[src/rtl/pc_fetch_unit.sv]
// Instruction fetch sequencer: issues the PC to memory, waits for read data with a
// bounded timeout, loads the instruction register and advances the PC.
module pc_fetch_unit (
  input  logic        Clk,
  input  logic        Reset,
  input  logic        fetch_req,
  input  logic        ext_ld_pc,
  input  logic [1:0]  ext_pc_sel,
  input  logic [15:0] pc_next,
  input  logic        mem_rdy,
  input  logic [15:0] mem_rdata,
  output logic [15:0] pc,
  output logic [1:0]  pc_sel,
  output logic [15:0] mar,
  output logic        mem_rd,
  output logic [15:0] ir,
  output logic        ir_valid,
  output logic        fetch_err,
  output logic        busy
);

  typedef enum logic [2:0] {
    S_IDLE = 3'd0,
    S_ADDR = 3'd1,
    S_WAIT = 3'd2,
    S_LOAD = 3'd3,
    S_DONE = 3'd4,
    S_ERR  = 3'd5
  } state_t;

  state_t      state_q, state_d;
  logic [15:0] pc_q, pc_d;
  logic [15:0] mar_q, mar_d;
  logic [15:0] ir_q, ir_d;
  logic [15:0] mdr_q, mdr_d;
  logic [3:0]  wcnt_q, wcnt_d;

  always_ff @(posedge Clk or negedge Reset) begin
    if (!Reset) begin
      state_q <= S_IDLE;
      pc_q    <= 16'h0000;
      mar_q   <= 16'h0000;
      ir_q    <= 16'h0000;
      mdr_q   <= 16'h0000;
      wcnt_q  <= 4'd0;
    end else begin
      state_q <= state_d;
      pc_q    <= pc_d;
      mar_q   <= mar_d;
      ir_q    <= ir_d;
      mdr_q   <= mdr_d;
      wcnt_q  <= wcnt_d;
    end
  end

  always_comb begin
    state_d = state_q;
    pc_d    = pc_q;
    mar_d   = mar_q;
    ir_d    = ir_q;
    mdr_d   = mdr_q;
    wcnt_d  = wcnt_q;
    case (state_q)
      S_IDLE: begin
        // A fetch request wins over a simultaneous external PC load.
        if (fetch_req)      state_d = S_ADDR;
        else if (ext_ld_pc) pc_d    = pc_next;
      end
      S_ADDR: begin
        mar_d   = pc_q;
        pc_d    = pc_next;
        wcnt_d  = 4'd0;
        state_d = S_WAIT;
      end
      S_WAIT: begin
        if (mem_rdy) begin
          mdr_d   = mem_rdata;
          state_d = S_LOAD;
        end else begin
          wcnt_d = wcnt_q + 4'd1;
          if (wcnt_q == 4'd15) state_d = S_ERR;
        end
      end
      S_LOAD: begin
        ir_d    = mdr_q;
        state_d = S_DONE;
      end
      S_DONE:  state_d = S_IDLE;
      S_ERR:   state_d = S_IDLE;
      default: state_d = S_IDLE;
    endcase
  end

  // The PC-mux is forced to the increment path only while the address is issued.
  assign pc_sel    = (state_q == S_ADDR) ? 2'b00 : ext_pc_sel;
  assign pc        = pc_q;
  assign mar       = mar_q;
  assign ir        = ir_q;
  assign mem_rd    = (state_q == S_WAIT);
  assign ir_valid  = (state_q == S_DONE);
  assign fetch_err = (state_q == S_ERR);
  assign busy      = (state_q != S_IDLE);

endmodule

[config.mk]
export PLATFORM = sky130hd
export DESIGN_NAME = pc_fetch_unit
export DESIGN_NICKNAME = d
export VERILOG_FILES = /design/src/rtl/pc_fetch_unit.sv
export SDC_FILE = /design/constraint.sdc
export NUM_CORES = 1
export LEC_CHECK = 0
export BUFFER_PORTS_ARGS = -buffer_cell sky130_fd_sc_hd__buf_2
export CAP_MARGIN = 10
export CORE_ASPECT_RATIO = 0.75
export CORE_MARGIN = 2
export CORE_UTILIZATION = 56
export CTS_BUF_LIST = sky130_fd_sc_hd__clkbuf_2
export DETAILED_ROUTE_END_ITERATION = 8
export GPL_TIMING_DRIVEN = 0
export PLACE_DENSITY = 0.86
export SETUP_SLACK_MARGIN = 0.5
export SLEW_MARGIN = 0
export SYNTH_ARGS = -nofsm -noshare
export SYNTH_HDL_FRONTEND = slang
export SYNTH_SLANG_ARGS = --single-unit
[constraint.sdc]
create_clock -name Clk -period 2.9 [get_ports Clk]
set_clock_uncertainty 0.05 [all_clocks]
set_input_delay 0.58 -clock Clk [delete_from_list [all_inputs] [get_ports Clk]]
set_output_delay 0.58 -clock Clk [all_outputs]
set_load 0.02 [all_outputs]
==> results of run 1 <==
-- cell families after synthesis --
family          synth area share
buf+inv                   0.0270
simple gates              0.0597
flops                      0.610
compound gates            0.0352
mux                        0.264
fa+ha+maj                0.00429
-- worst register-to-register path: cells and delay by family, from the launching register on --
| family | cells | cell delay, ns |
|---|---|---|
| flops | 1 | 0.43 |
| buf+inv | 4 | 0.64 |
| simple gates | 1 | 0.41 |
| mux | 1 | 0.32 |
-- cell usage after synthesis, types with 2 or more instances --
master	instances	share of area
nor3_1	2	0.0034
mux2_4	10	0.052
mux2_2	54	0.21
o211ai_1	2	0.0052
nor2_1	4	0.0052
buf_2	3	0.0052
nor2b_1	5	0.011
inv_1	2	0.0026
a22oi_1	2	0.0052
buf_6	2	0.0077
dfrtp_1	71	0.61
buf_4	2	0.0052
o21ai_0	2	0.0034
nand3_1	2	0.0034
-- timing repair --
item / 4_1_cts / 5_1_grt
buffers inserted: 1 / 12
cloned: 0 / 0
setup endpoints to repair: 4 / 3
resized for setup: 10 / 7
-- worst max-delay path by stage --
stage / startpoint / to / depth (start not counted)
2_1_floorplan: state_q[0]$_DFFE_PN0P_ / ir_valid / 3
3_3_place_gp: Reset / mar[3]$_DFFE_PN0P_ / 1
3_5_place_dp: state_q[1]$_DFFE_PN0P_ / pc_sel[1] / 7
4_1_cts: state_q[1]$_DFFE_PN0P_ / pc_sel[1] / 7
5_1_grt: state_q[0]$_DFFE_PN0P_ / busy / 4
6_report: state_q[0]$_DFFE_PN0P_ / busy / 4
-- power by group --
group / switching (mW) / internal [mW] / total (mW) / leakage (nW)
Combinational: 1.14 / 1.17 / 2.31 / 0.905
Clock: 0.322 / 0.120 / 0.442 / 0.0633
Sequential: 0.274 / 1.48 / 1.75 / 0.852
-- routing by layer --
metal,global-route usage,share of wire
met5,0,0
met1,0.267,0.43
met3,0.0929,0.077
met2,0.323,0.49
met4,0.0635,0.0061
-- stage by stage --
step	setup slack [ns]	power, mW	hold WS, ns
final	0.592	4.50	0.0967
after global routing	0.482	4.81	0.107
after CTS	0.494	4.40	0.114
after detailed placement	0.877	3.90	0.424
after global placement	0.883	3.81	0.415
after floorplan	0.985	3.24	0.234
-- registers in the layout, summed over array words and instances (netlist names) --
name / flops
mar: 16
mdr_q: 16
state_q: 3
wcnt_q: 4
pc: 16
ir: 16
-- layout make-up --
class / instances / share of cell area
flip-flops and latches: 71 / 0.482
multi-input cells: 104 / 0.292
repair buffers: 105 / 0.155
plain buffers: 9 / 0.0261
well taps: 60 / 0.0204
clock buffers: 12 / 0.0163
clock inverters: 4 / 0.00611
inverters: 2 / 0.00204
==> results.py, run 1 <==
metrics = {
    "critical_path": {
        "cp_slowest_cell": "dfrtp_1",
        "rr_worst_depth": 6,
        "cpPeakStageDelay_ns": 0.43,
        "critPathArrivalTime_ns": 1.68,
        "path_buf_inv": 3,
        "rrSetupSlack_ns": 0.99,
        "timing.rr.end": "mdr_q[12]$_DFFE_PN0P_",
        "path_class": "register to primary output",
        "cpMostUsedCell": "buf_6",
        "path_cells": "buf_6 -> buf_8 -> or3_4 -> buf_6",
        "worst_setup_path_end_kind": "primary output",
        "path_delay_family": "flip-flops",
        "cp-start-kind": "register",
        "cp_max_fo": 10,
        "worstPathRequired_ns": 2.27,
        "r2r_start": "state_q[0]$_DFFE_PN0P_",
    },
    "placement": {
        "dp.final_hpwl_um": 3880,
        "dp.cells": 338,
        "dpl_cell_area_um2": 3450,
        "gp_congestion": 0.799,
        "port_buffers": 92,
    },
    "routing": {
        "antenna_left": 0,
        "wl_per_cell_um": 15.1,
        "routed_wirelength_um": 5550,
        "vias_per_cell": 5.28,
        "drt_iter0_markers": 65,
        "via_count": 1939,
        "drt-pass1-iter-count": 4,
        "drc": 0,
    },
    "logic_synthesis": {
        "syn_area_per_cell_um2": 15.7,
        "syn_nets": 226,
        "ys_warn_count": 0,
        "yosysSeqAreaShare": 0.610,
        "ys_ff_latch": 71,
        "synth_edf_count": 0,
        "yosys.cell_types.count": 37,
        "synthCells": 186,
        "synthFlopType": "dfrtp_1",
        "syn-cell-area_um2": 2910,
        "async_flop_share": 1.00,
    },
    "finish": {
        "num_antenna_cells": 0,
        "final_cell_mix": "91 x buf_2, 71 x dfrtp_1, 54 x mux2_2, 15 x buf_4, 12 x clkbuf_2",
        "seq_area_um2": 1780,
        "postLayoutCoreUtil": 0.744,
        "nNetsFinal": 342,
        "drive_gt1_frac": 0.658,
        "syn2layout_area_growth_pct": 26.5,
        "fill_cells": 364,
        "fin_area_um2": 3690,
        "multi_input_area_um2": 1080,
        "final_common_cell": "buf_2",
        "fin_cells": 367,
    },
    "cts": {
        "clk_latency_ns": 0.49,
        "cts-root-buf": "clkbuf_2",
        "clk_path_buf_depth": 2,
        "cts_tree": "done",
        "clock_sinks": 71,
        "cts-htree-levels": 3,
        "cts_hold_buf": 0,
        "cts_inserted_buffers": 9,
        "clk_pin_slew_ns": 0.18,
    },
    "grt": {
        "grt_first_pass_wirelength_um": 8960,
        "grt_max_degree": 72,
        "grt_overflow": 0,
        "grt.total_usage": 0.209,
        "grt_pass1_vias": 1919,
        "antenna_found_initial": 0,
    },
    "power_and_ir_drop": {
        "pwr_density_cell_nw_per_um2": 1220,
        "p_leak_nw": 1.82,
        "max-vdd-ir-drop_mv": 0.593,
    },
    "sta": {
        "period_share": 0.796,
        "slew_headroom": 0.443,
        "report.final.hold_viol_count": 0,
        "worstMarginPinSlew_ns": 0.835,
        "fmax_ghz": 0.433,
        "rsz0062_at_grt": "false",
        "slew_viol_final": 0,
        "setup_viol": 0,
        "fin_tns_setup_ns": 0,
        "finalCriticalPeriod_ns": 2.31,
    },
    "die": {
        "die_y_um": 66.5,
        "ios": 93,
        "die-area_um2": 5800,
        "core-area_um2": 4950,
        "start_util": 0.588,
        "die_w_um": 87.3,
        "row_count": 22,
    },
    "run": {
        "cap_violations": 0,
    },
    "min_path": {
        "hold_path_class": "input pin to asynchronous set/reset pin",
    },
    "status": {
        "status": "finished clean",
    },
}
Power figures use the tool's default switching activity.
==> run 2, diff against run 1 <==
--- a/config.mk
+++ b/config.mk
@@ -5,15 +5,16 @@
 export SDC_FILE = /design/constraint.sdc
 export NUM_CORES = 1
 export LEC_CHECK = 0
+export ABC_AREA = 1
 export BUFFER_PORTS_ARGS = -buffer_cell sky130_fd_sc_hd__buf_2
 export CAP_MARGIN = 10
 export CORE_ASPECT_RATIO = 0.75
 export CORE_MARGIN = 2
-export CORE_UTILIZATION = 56
+export CORE_UTILIZATION = 47
 export CTS_BUF_LIST = sky130_fd_sc_hd__clkbuf_2
 export DETAILED_ROUTE_END_ITERATION = 8
 export GPL_TIMING_DRIVEN = 0
-export PLACE_DENSITY = 0.86
+export PLACE_DENSITY = 0.76
 export SETUP_SLACK_MARGIN = 0.5
 export SLEW_MARGIN = 0
 export SYNTH_ARGS = -nofsm -noshare
==> constraint.sdc (replaced) <==
create_clock -name Clk -period 2.1 [get_ports Clk]
set_clock_uncertainty 0.05 [all_clocks]
set_input_delay 0.42 -clock Clk [delete_from_list [all_inputs] [get_ports Clk]]
set_output_delay 0.42 -clock Clk [all_outputs]
set_load 0.02 [all_outputs]
==> run 2 against run 1 <==
Against the previous run:
- via count grew 43%
- sequential power is 38% higher
- synthesized area grew 0.86%
- first-iteration DRC count rose by 120%
- clock power increased by 81%
- die area increased by 19%
- cell count rose by 56%
- global-route usage increased by 2.7 points
- non-clock buffer count is 47 higher
- critical path type unchanged
- routed wire length grew 47%
- setup slack got worse by 0.53 ns
==> results.py, run 2 <==
metrics = {
    "status": {
        "status": "finished clean",
    },
    "sta": {
        "period_share": 0.971,
        "finalCriticalPeriod_ns": 2.04,
        "setup_viol": 0,
        "report.final.hold_viol_count": 0,
        "slew_headroom": 0.413,
        "fmax_ghz": 0.490,
        "fin_ws_ns": 0.0611,
        "rsz0062_at_grt": "true",
        "hold_ws_ns": 0.0393,
        "worstMarginPinSlew_ns": 0.880,
        "slew_viol_final": 0,
        "fin_tns_setup_ns": 0,
    },
    "logic_synthesis": {
        "yosys.cell_types.count": 20,
        "syn_nets": 371,
        "synthFlopType": "dfrtp_1",
        "synth_top_family_by_area": "simple AND/OR/NAND/NOR gates",
        "syn_area_per_cell_um2": 8.88,
        "yosys.area_share.simple": 0.288,
        "synth.area.top_cells": "dfrtp_1 60%, nand2_1 18%, nand3_1 6.6%",
        "synthCells": 331,
        "synth_compound_area_frac": 0.0272,
        "yosysSeqAreaShare": 0.605,
        "synth_common_cells": "143 x nand2_1, 71 x dfrtp_1, 39 x nand3_1, 26 x inv_1, 16 x o21ai_0",
        "yosysTopAreaCellShare": 0.605,
        "muxShareOfSynthArea": 0.00341,
        "yosysMostFrequentCell": "nand2_1",
        "yosys.area_share.adder": 0.00426,
        "syn-cell-area_um2": 2940,
        "synth_edf_count": 0,
        "ys_ff_latch": 71,
        "synth_xor_area_frac": 0,
        "ys_warn_count": 0,
        "yosysTopAreaCell": "dfrtp_1",
        "async_flop_share": 1.00,
    },
    "min_path": {
        "hold_path_class": "input pin to register",
    },
    "cts": {
        "clock_sinks": 71,
        "cts_tree": "done",
        "cts_inserted_buffers": 9,
        "clk_pin_slew_ns": 0.19,
        "cts-htree-levels": 3,
        "cts-root-buf": "clkbuf_2",
        "clk_latency_ns": 0.52,
        "clk_path_buf_depth": 2,
    },
    "critical_path": {
        "worst_setup_path_end_kind": "primary output",
        "cp-start-kind": "register",
        "cpPeakStageDelay_ns": 0.49,
        "cpMostUsedCell": "buf_6",
        "path_class": "register to primary output",
        "critPathArrivalTime_ns": 1.57,
        "cp_max_fo": 3,
        "path_cells": "nor2_4 -> nand2_2 -> inv_2 -> buf_6 -> buf_6 -> buf_6",
        "cp_slowest_cell": "dfrtp_2",
        "worstPathRequired_ns": 1.63,
    },
    "power_and_ir_drop": {
        "p_leak_nw": 2.51,
        "pwr_density_cell_nw_per_um2": 1640,
        "max-vdd-ir-drop_mv": 0.818,
    },
    "grt": {
        "grt.total_usage": 0.236,
        "grt_max_degree": 72,
        "grt_pass1_vias": 2644,
        "grt_first_pass_wirelength_um": 12200,
        "antenna_found_initial": 0,
        "grt_overflow": 0,
    },
    "finish": {
        "drive_gt1_frac": 0.383,
        "num_antenna_cells": 0,
        "syn2layout_area_growth_pct": 52.8,
        "final_common_cell": "nand2_1",
        "nNetsFinal": 529,
        "postLayoutCoreUtil": 0.759,
        "fill_cells": 414,
        "final_cell_mix": "138 x nand2_1, 68 x dfrtp_1, 59 x buf_6, 43 x buf_2, 43 x buf_4",
        "fin_area_um2": 4490,
    },
    "routing": {
        "antenna_left": 0,
        "wl_per_cell_um": 14.2,
        "routed_wirelength_um": 8130,
        "drc": 0,
        "drt_iter0_markers": 144,
        "drt-pass1-iter-count": 4,
        "via_count": 2778,
        "vias_per_cell": 4.86,
    },
    "die": {
        "die-area_um2": 6910,
        "ios": 93,
        "start_util": 0.497,
        "core-area_um2": 5920,
        "die_w_um": 95.3,
        "die_y_um": 72.5,
        "row_count": 24,
    },
    "placement": {
        "gp_congestion": 0.830,
        "dpl_cell_area_um2": 3490,
        "port_buffers": 91,
        "pre_cts_ws_ns": 0.188,
        "dp.final_hpwl_um": 4750,
    },
    "run": {
        "cap_violations": 0,
    },
}
## run 2: metrics by stage
| stage | total power [mW] | std cells |
|---|---|---|
| floorplan | 4.15 | 331 |
| global route | 7.83 | 572 |
| global placement | 4.95 | 500 |
| CTS | 6.74 | 553 |
| detailed placement | 5.06 | 500 |
| finish | 7.34 | 572 |
## run 2: kinds of logic after synthesis
group | count (synthesis)
and+or+nand+nor | 198
adders and majority gates | 1
buffers and inverters | 44
muxes | 1
DFF | 71
AOI/OAI and AO/OA | 16
## run 2: final timing paths
kind	to	start	cells after the start	slack, ns
worst max-delay path	mem_rd	state_q[0]$_DFFE_PN0P_	6	0.06
min in group asynchronous	ir[12]$_DFFE_PN0N_	Reset	2	0.47
worst min register to register	ir[14]$_DFFE_PN0N_	mdr_q[14]$_DFFE_PN0P_	2	0.44
max in group asynchronous	state_q[1]$_DFFE_PN0P_	Reset	2	0.89
worst max register to register	pc[3]$_DFFE_PN0P_	state_q[0]$_DFFE_PN0P_	8	0.47
worst min-delay path	pc[10]$_DFFE_PN0P_	pc_next[10]	3	0.04
## run 2: worst max-delay path: cells and delay by family (launching register included)
kind,cells,cell delay (ns)
and+or+nand+nor,2,0.21
buffers and inverters,4,0.34
DFF,1,0.49
## run 2: final cells by class
cell class | instances | area (um2) | area share
plain buffers | 14 | 118 | 0.0262
clock buffers | 10 | 50.0 | 0.0111
clock inverters | 6 | 70.1 | 0.0156
inverters | 30 | 118 | 0.0262
multi-input cells | 216 | 988 | 0.220
flip-flops and latches | 71 | 1780 | 0.396
well taps | 78 | 97.6 | 0.0217
repair buffers | 147 | 1270 | 0.283
## run 2: report_power, final
part	leakage [nW]	switching [mW]	total, mW	internal, mW
registers	0.897	0.445	2.41	1.97
logic	1.53	2.12	4.13	2.01
clock network	0.0765	0.514	0.802	0.289
total	2.51	3.07	7.34	4.27
## run 2: metal layers
metal	global-route usage	wire length, um	vias up
li1	-	-	1353
met3	0.0633	435	19
met5	0	0	-
met2	0.361	4000	82
met4	0.101	169	0
met1	0.319	3530	1324
## run 2: repair_timing
action	4_1_cts	5_1_grt
setup endpoints to repair	44	65
gates resized for setup	87	47
pin swaps	1	4
hold endpoints to repair	79	2
hold buffers	9	2
setup buffers	28	17
